**config.mk**
```make
export PLATFORM = sky130hd
export DESIGN_NAME = slot_allocator_flat
export DESIGN_NICKNAME = d
export VERILOG_FILES = /design/src/rtl/slot_allocator_if.sv /design/src/rtl/slot_allocator.sv /design/src/flat_wrapper.sv
export SDC_FILE = /design/constraint.sdc
export NUM_CORES = 1
export LEC_CHECK = 0
export CORE_UTILIZATION = 60
export CTS_BUF_LIST = sky130_fd_sc_hd__clkbuf_16
export DETAILED_ROUTE_END_ITERATION = 6
export PLACE_DENSITY = 0.84
export SLEW_MARGIN = 20
export SYNTH_ARGS = -nofsm -noshare
export SYNTH_HDL_FRONTEND = slang
export SYNTH_SLANG_ARGS = --single-unit
```
**constraint.sdc**
```tcl
create_clock -name clk -period 8.4 [get_ports clk]
set_input_delay 2.52 -clock clk [delete_from_list [all_inputs] [get_ports clk]]
set_output_delay 2.52 -clock clk [all_outputs]
set_load 0.01 [all_outputs]
```
**src/rtl/slot_allocator_if.sv**
```systemverilog
// Allocate/release port bundle for slot_allocator; master is the allocator side.
// Latency and backpressure are defined by the allocator: a registered stage toward the consumer, and no backpressure on the free port.
interface slot_allocator_if #(
    parameter int WIDTH_LOG = 4
);
    logic                 alloc_valid;
    logic [WIDTH_LOG-1:0] alloc_idx;
    logic                 alloc_ready;
    logic                 free_valid;
    logic [WIDTH_LOG-1:0] free_idx;
    logic [WIDTH_LOG:0]   free_count;
    logic                 err_double_free;

    modport master (
        output alloc_valid, alloc_idx, free_count, err_double_free,
        input  alloc_ready, free_valid, free_idx
    );

    modport slave (
        input  alloc_valid, alloc_idx, free_count, err_double_free,
        output alloc_ready, free_valid, free_idx
    );
endinterface

```
**src/rtl/slot_allocator.sv**
```systemverilog
// Lowest-free-index slot allocator: a registered offer stage refilled from a free bitmap, with releases returned through a one-hot decode.
// A freed slot becomes offerable 2 cycles after release when the allocator is empty; alloc holds under !ready, and the free port never stalls.
module slot_allocator #(
    parameter int WIDTH_LOG = 4
) (
    input  logic               clk,
    input  logic               rst,
    slot_allocator_if.master   bus
);
    localparam int WIDTH = 2 ** WIDTH_LOG;

    logic [WIDTH-1:0]     free_map;
    logic [WIDTH-1:0]     free_map_nxt;
    logic [WIDTH_LOG-1:0] ffs_idx;
    logic                 refill;
    logic                 take;
    logic                 release_ok;
    logic [WIDTH-1:0]     refill_clr;
    logic [WIDTH-1:0]     release_set;

    always_comb begin
        ffs_idx = '0;
        for (int i = WIDTH - 1; i >= 0; i--) begin
            if (free_map[i]) ffs_idx = WIDTH_LOG'(i);
        end
    end

    assign take   = bus.alloc_valid && bus.alloc_ready;
    assign refill = !bus.alloc_valid || bus.alloc_ready;

    // A staged slot is owned by nobody yet, so releasing it counts as a double free.
    assign release_ok = bus.free_valid && !free_map[bus.free_idx] &&
                        !(bus.alloc_valid && (bus.alloc_idx == bus.free_idx));

    always_comb begin
        refill_clr  = '0;
        release_set = '0;
        if (refill && (free_map != '0)) refill_clr[ffs_idx] = 1'b1;
        if (release_ok) release_set[bus.free_idx] = 1'b1;
        free_map_nxt = (free_map & ~refill_clr) | release_set;
    end

    always_ff @(posedge clk or posedge rst) begin
        if (rst) begin
            free_map            <= '1;
            bus.alloc_valid     <= 1'b0;
            bus.alloc_idx       <= '0;
            bus.free_count      <= (WIDTH_LOG + 1)'(WIDTH);
            bus.err_double_free <= 1'b0;
        end else begin
            free_map            <= free_map_nxt;
            bus.err_double_free <= bus.free_valid && !release_ok;
            if (refill) begin
                bus.alloc_valid <= (free_map != '0);
                if (free_map != '0) bus.alloc_idx <= ffs_idx;
            end
            if (release_ok && !take)
                bus.free_count <= bus.free_count + 1'b1;
            else if (take && !release_ok)
                bus.free_count <= bus.free_count - 1'b1;
        end
    end
endmodule
```
**src/flat_wrapper.sv**
```systemverilog
// flat-port wrapper written by rule: the top's interface ports become plain ports
module slot_allocator_flat 
#(
    parameter int WIDTH_LOG = 4
)
  (clk, rst, bus_alloc_valid, bus_alloc_idx, bus_free_count, bus_err_double_free, bus_alloc_ready, bus_free_valid, bus_free_idx);
  slot_allocator_if #(.WIDTH_LOG(WIDTH_LOG)) bus_i ();
  input  logic clk;
  input  logic rst;
  output wire logic [$bits(bus_i.alloc_valid)-1:0] bus_alloc_valid;
  output wire logic [$bits(bus_i.alloc_idx)-1:0] bus_alloc_idx;
  output wire logic [$bits(bus_i.free_count)-1:0] bus_free_count;
  output wire logic [$bits(bus_i.err_double_free)-1:0] bus_err_double_free;
  input wire logic [$bits(bus_i.alloc_ready)-1:0] bus_alloc_ready;
  input wire logic [$bits(bus_i.free_valid)-1:0] bus_free_valid;
  input wire logic [$bits(bus_i.free_idx)-1:0] bus_free_idx;
  assign bus_alloc_valid = bus_i.alloc_valid;
  assign bus_alloc_idx = bus_i.alloc_idx;
  assign bus_free_count = bus_i.free_count;
  assign bus_err_double_free = bus_i.err_double_free;
  assign bus_i.alloc_ready = bus_alloc_ready;
  assign bus_i.free_valid = bus_free_valid;
  assign bus_i.free_idx = bus_free_idx;
  slot_allocator #(.WIDTH_LOG(WIDTH_LOG)) u_core (.clk(clk), .rst(rst), .bus(bus_i));
endmodule
```
# After elaboration in Yosys (flattened, before gate mapping)
# Index checks and enable logic that the tools add are counted.
[totals]
regBits = 27
input_bits = 8
elab_cells = 60
[op_classes]
addsub = 2
order_cmp = 4
eq_ne = 1
mux = 26
n_bitwise = 3
reduce_logical = 19
[ops]
columns = ["op", "count"]
rows = [
  ["$mux W4", 16],
  ["$mux W16", 2],
  ["$and A16 B16 Y16", 1],
  ["$not A16 Y16", 1],
  ["$or A16 B16 Y16", 1],
  ["$reduce_bool A16 Y1", 1],
  ["$logic_and A1 B1 Y1", 10],
  ["$lt A4 B5 Y1 const B", 2],
  ["$mux W5", 2],
  ["$demux W1 S4", 2],
  ["$ge A4 B1 Y1 const B", 2],
  ["$add A5 B1 Y5 const B", 1],
  ["$logic_not A1 Y1", 5],
  ["$sub A5 B1 Y5 const B", 1],
  ["$bmux W1 S4", 1],
  ["$eq A4 B4 Y1", 1],
  ["$mux W1", 3],
  ["$reduce_and A2 Y1", 1],
  ["$reduce_bool A2 Y1", 1],
  ["$logic_or A1 B1 Y1", 1],
]

# Longest topological paths before layout
[depth]
word_depth = 24
mapped_depth = 14

# Least setup slack after synthesis
# Ideal clock, no wire load.
[synth_path]
path_type = "input to register"
startpoint = "input port bus_free_idx[0]"
endpoint = "register u_core.bus.free_count[4]"
setup_time_ps = 83
arrival_ps = 5209
path_slack_ps = 3109
stages = 14
n_path_buf = 2
path_cell_list = "buf_6 mux4_1 nand2_1 nand4_2 a211oi_4 buf_6 ha_1 inv_1 fa_1 a21o_1 a21oi_1 xnor2_1 nor2_1 xor2_1"
[synth_between]
elab_chain_len = 8
[synth_rtl]
columns = ["item", "line", "rtl"]
rows = [
  ["start, declared", "flat_wrapper.sv:16", "input wire logic [$bits(bus_i.free_idx)-1:0] bus_free_idx;"],
  ["$bmux W1 S4", "slot_allocator.sv:32", "assign release_ok = bus.free_valid && !free_map[bus.free_idx] &&"],
  ["$mux W1 (implied by the code)", "slot_allocator.sv:32", ""],
  ["$logic_not A1 Y1", "slot_allocator.sv:32", ""],
  ["$logic_and A1 B1 Y1", "slot_allocator.sv:32", ""],
  ["$logic_and A1 B1 Y1 (*)", "slot_allocator.sv:32", ""],
  ["$logic_not A1 Y1", "slot_allocator.sv:59", "else if (take && !release_ok)"],
  ["$logic_and A1 B1 Y1", "slot_allocator.sv:59", ""],
  ["$reduce_bool A2 Y1 (no source line)", "n/a", ""],
  ["end signal, assigned", "slot_allocator.sv:48", "bus.free_count <= (WIDTH_LOG + 1)'(WIDTH);"],
  ["end signal, assigned", "slot_allocator.sv:58", "bus.free_count <= bus.free_count + 1'b1;"],
  ["end signal, assigned", "slot_allocator.sv:60", "bus.free_count <= bus.free_count - 1'b1;"],
  ["end, declared", "slot_allocator_if.sv:15", "output alloc_valid, alloc_idx, free_count, err_double_free,"],
]
# Mark *: on every way between the ends. The rest lies on a longest branch, timed or not. The select of a mux whose other input is x is not followed.
# A chain may end at the register's enable or synchronous reset.

# Worst setup path in the final report
# Ends and elaborated chain as after synthesis.

==> impl_metrics.json <==
{
  "status": "complete, no violations",
  "initial_core_util_pct": 63.6,
  "clockBufferDepth": 2,
  "mostFrequentLayoutCells": "18 x clkdlybuf4s50_1, 17 x nor2_1, 17 x dfstp_2",
  "overflow": 0,
  "firstDrtPassIters": 4,
  "multi_input_area_sq_um": 1000,
  "min_period_over_period_pct": 72.3,
  "fmax_mhz": 165,
  "wl_per_cell_um": 19.0,
  "ff2ff_path_depth": 12,
  "syn2layout_area_growth_pct": 14.8,
  "async_reset_ff_share_pct": 100,
  "hold_viol": 0,
  "crit_chain": "clkdlybuf4s50_1 -> mux4_1 -> nand2_1 -> nand4_2 -> a211oi_4 -> ha_1 -> inv_1 -> fa_1 -> a21o_1 -> a21oi_1 -> xnor2_1 -> nor2_1 -> xor2_1",
  "critical_path_class": "in -> reg",
  "dieArea_sq_um": 3140,
  "cts_setup_buffers": 0,
  "fin_worst_skew_ps": 6.87,
  "vias": 1524,
  "routed_wl_um": 4220,
  "dp_hpwl_um": 3160,
  "fin_setup_tns_ps": 0,
  "cp_data_arrival_time_ps": 6260,
  "p_per_area_nw_per_um2": 381,
  "die_w_um": 56.1,
  "final_util_pct": 73.0,
  "clk_latency_ps": 260,
  "drc": 0,
  "leakagePower_nw": 0.775,
  "internal_power_mw": 0.460,
  "ios": 19,
  "ant_nets": 0,
  "synth_edf_count": 0,
  "cp-end-kind": "flop",
  "io_buffer_count": 18,
  "timing.rr.end": "u_core.bus.free_count[4]",
  "relSlewSlack_pct": 37.8,
  "grt_max_degree": 28,
  "clk_pin_slew_ps": 60,
  "nNetsFinal": 205,
  "antenna_found_initial": 0,
  "rr_startpoint": "u_core.free_map[9]",
  "regArea_sq_um": 697,
  "cp.required_ps": 8590,
  "period_minus_slack_ps": 6070,
  "routabilityCongestion": 0.934,
  "switching_power_mw": 0.308,
  "drive_above_1_share_pct": 14.7,
  "synth_ff_type": "dfstp_2",
  "synthCells": 175,
  "r2r_slack_ps": 4980,
  "crit_path_start_kind": "input pin",
  "critPathMaxFanout": 18,
  "slew_viol_final": 0,
  "setup_viol": 0,
  "cp-startpoint": "bus_free_idx[0]",
  "hp-class": "reg -> reg",
  "drv_cap": 0,
  "synth_warnings": 0,
  "core_area_sq_um": 2760,
  "hold_buffers": 0,
  "holdCritStartpoint": "u_core.bus.free_count[2]",
  "fillers": 202,
  "cts_tree": "yes",
  "p_comb_share_pct": 49.7,
  "switching_share_pct": 40.1,
  "critical_path.max_stage_delay_ps": 690,
  "n_antenna_cell": 0,
  "synth_fp_nets": 188,
  "final_common_cell": "clkdlybuf4s50_1",
  "tightest_slew_ps": 928,
  "die_h_um": 56.1,
  "crit_end": "u_core.bus.free_count[4]",
  "synth-seq-cells": 27,
  "pwr-share-clk_pct": 13.6,
  "cts_resized": 0,
  "grt_pass1_vias": 1529,
  "cts.sinks": 27,
  "cts_root_buffer": "clkbuf_16",
  "yosys.cell_types.count": 46,
  "syn_avg_cell_area_sq_um": 10.0,
  "synth-seq-area-share_pct": 39.7,
  "ir_drop_uv": 294,
  "drt_iter0_drc": 160,
  "seq_power_share_pct": 36.7,
  "cts_max_level": 1,
  "vias_per_cell": 6.86,
  "rows": 19,
  "rsz0062_at_grt": "false",
  "mappedNetlistArea_sq_um": 1750,
  "grt_first_pass_wirelength_um": 7230,
  "slowest_stage": "clkdlybuf4s50_1",
  "grt_use_total_pct": 30.0,
  "cts_buffers": 3
}
[how the worst min path moves through the flow]
stage | end | slack [ps] | depth (start not counted)
after floorplan | u_core.bus.free_count[4] | 530 | 1
after global placement | u_core.bus.free_count[2] | 510 | 2
after detailed placement | u_core.bus.free_count[2] | 510 | 2
after CTS | u_core.bus.free_count[2] | 530 | 2
after global routing | u_core.bus.free_count[4] | 540 | 1
final | u_core.bus.free_count[2] | 520 | 2
[area by class of cell]
cell class | instances | share of cell area [%]
clock buffer | 3 | 3.73
clock inverter | 1 | 0.186
inverter | 5 | 0.932
multi-input combinational | 137 | 49.7
sequential | 27 | 34.6
tap | 31 | 1.93
timing repair buffer | 18 | 8.94
[metal layers]
metal / wire length, um / global-route usage, % / vias up
met5: 0 / 0 / -
met4: 93 / 10.5 / 0
met3: 394 / 6.74 / 15
met2: 2070 / 49.5 / 84
met1: 1660 / 38.9 / 729
li1: - / - / 696
[metrics by stage]
stage | total power [mW] | hold slack (ps) | area (sq um) | std cells | worst slack, ps
floorplan | 0.531 | 529 | 1750 | 175 | 3110
global placement | 0.644 | 509 | 1940 | 218 | 2220
detailed placement | 0.658 | 512 | 1940 | 218 | 2100
CTS | 0.765 | 527 | 2010 | 222 | 2370
global route | 0.820 | 542 | 2010 | 222 | 2120
finish | 0.768 | 523 | 2010 | 222 | 2330
[registers in the layout, summed over array words and instances (netlist names)]
signal                      flops
u_core.bus.err_double_free      1
u_core.free_map                16
u_core.bus.free_count           5
u_core.bus.alloc_valid          1
u_core.bus.alloc_idx            4
[cell families after synthesis]
group / after synthesis / share of synthesized area (%)
xor gates and xnor gates: 9 / 4.49
and+or+nand+nor: 75 / 23.0
DFF: 27 / 39.7
muxes: 5 / 5.99
adders and majority gates: 5 / 3.99
AOI/OAI and AO/OA: 43 / 19.5
buffers and inverters: 11 / 3.21
[critical path, delay by kind of cell]
kind	cells	cell delay (ps)
AND/OR/NAND/NOR	3	340
multiplexers	1	610
XOR/XNOR	2	240
adder cells (fa/ha/maj)	2	720
AO/OA/AOI/OAI	3	1040
buffers and inverters	2	790
[power by group through the flow]
stage | Combinational, mW | Clock [mW] | Sequential, mW
floorplan | 0.266 | 0 | 0.265
global placement | 0.364 | 0 | 0.280
detailed placement | 0.376 | 0 | 0.281
CTS | 0.379 | 0.108 | 0.279
global route | 0.419 | 0.112 | 0.289
finish | 0.381 | 0.105 | 0.282
[cell usage after synthesis, types with 2 or more instances]
cell type	n	area [sq um]
dfstp_2	17	447
nor2_1	17	63.8
nand2_1	15	56.3
a32o_1	12	120
nor2b_1	11	68.8
dfrtp_1	10	250
o21ai_0	7	35.0
a21oi_1	6	30.0
inv_1	5	18.8
nor4_1	5	31.3
xor2_1	5	43.8
a22o_1	4	35.0
clkbuf_1	4	15.0
ha_1	4	50.1
xnor2_1	4	35.0
and2_1	3	18.8
mux4_2	3	67.6
nand3_1	3	15.0
nand3b_1	3	22.5
nor3_1	3	15.0
or3_1	3	18.8
a21o_1	2	15.0
a31oi_1	2	12.5
buf_6	2	22.5
nand2b_1	2	12.5
nand4_1	2	12.5
o31ai_1	2	15.0
Note: power is estimated with default switching activity, not from simulation.
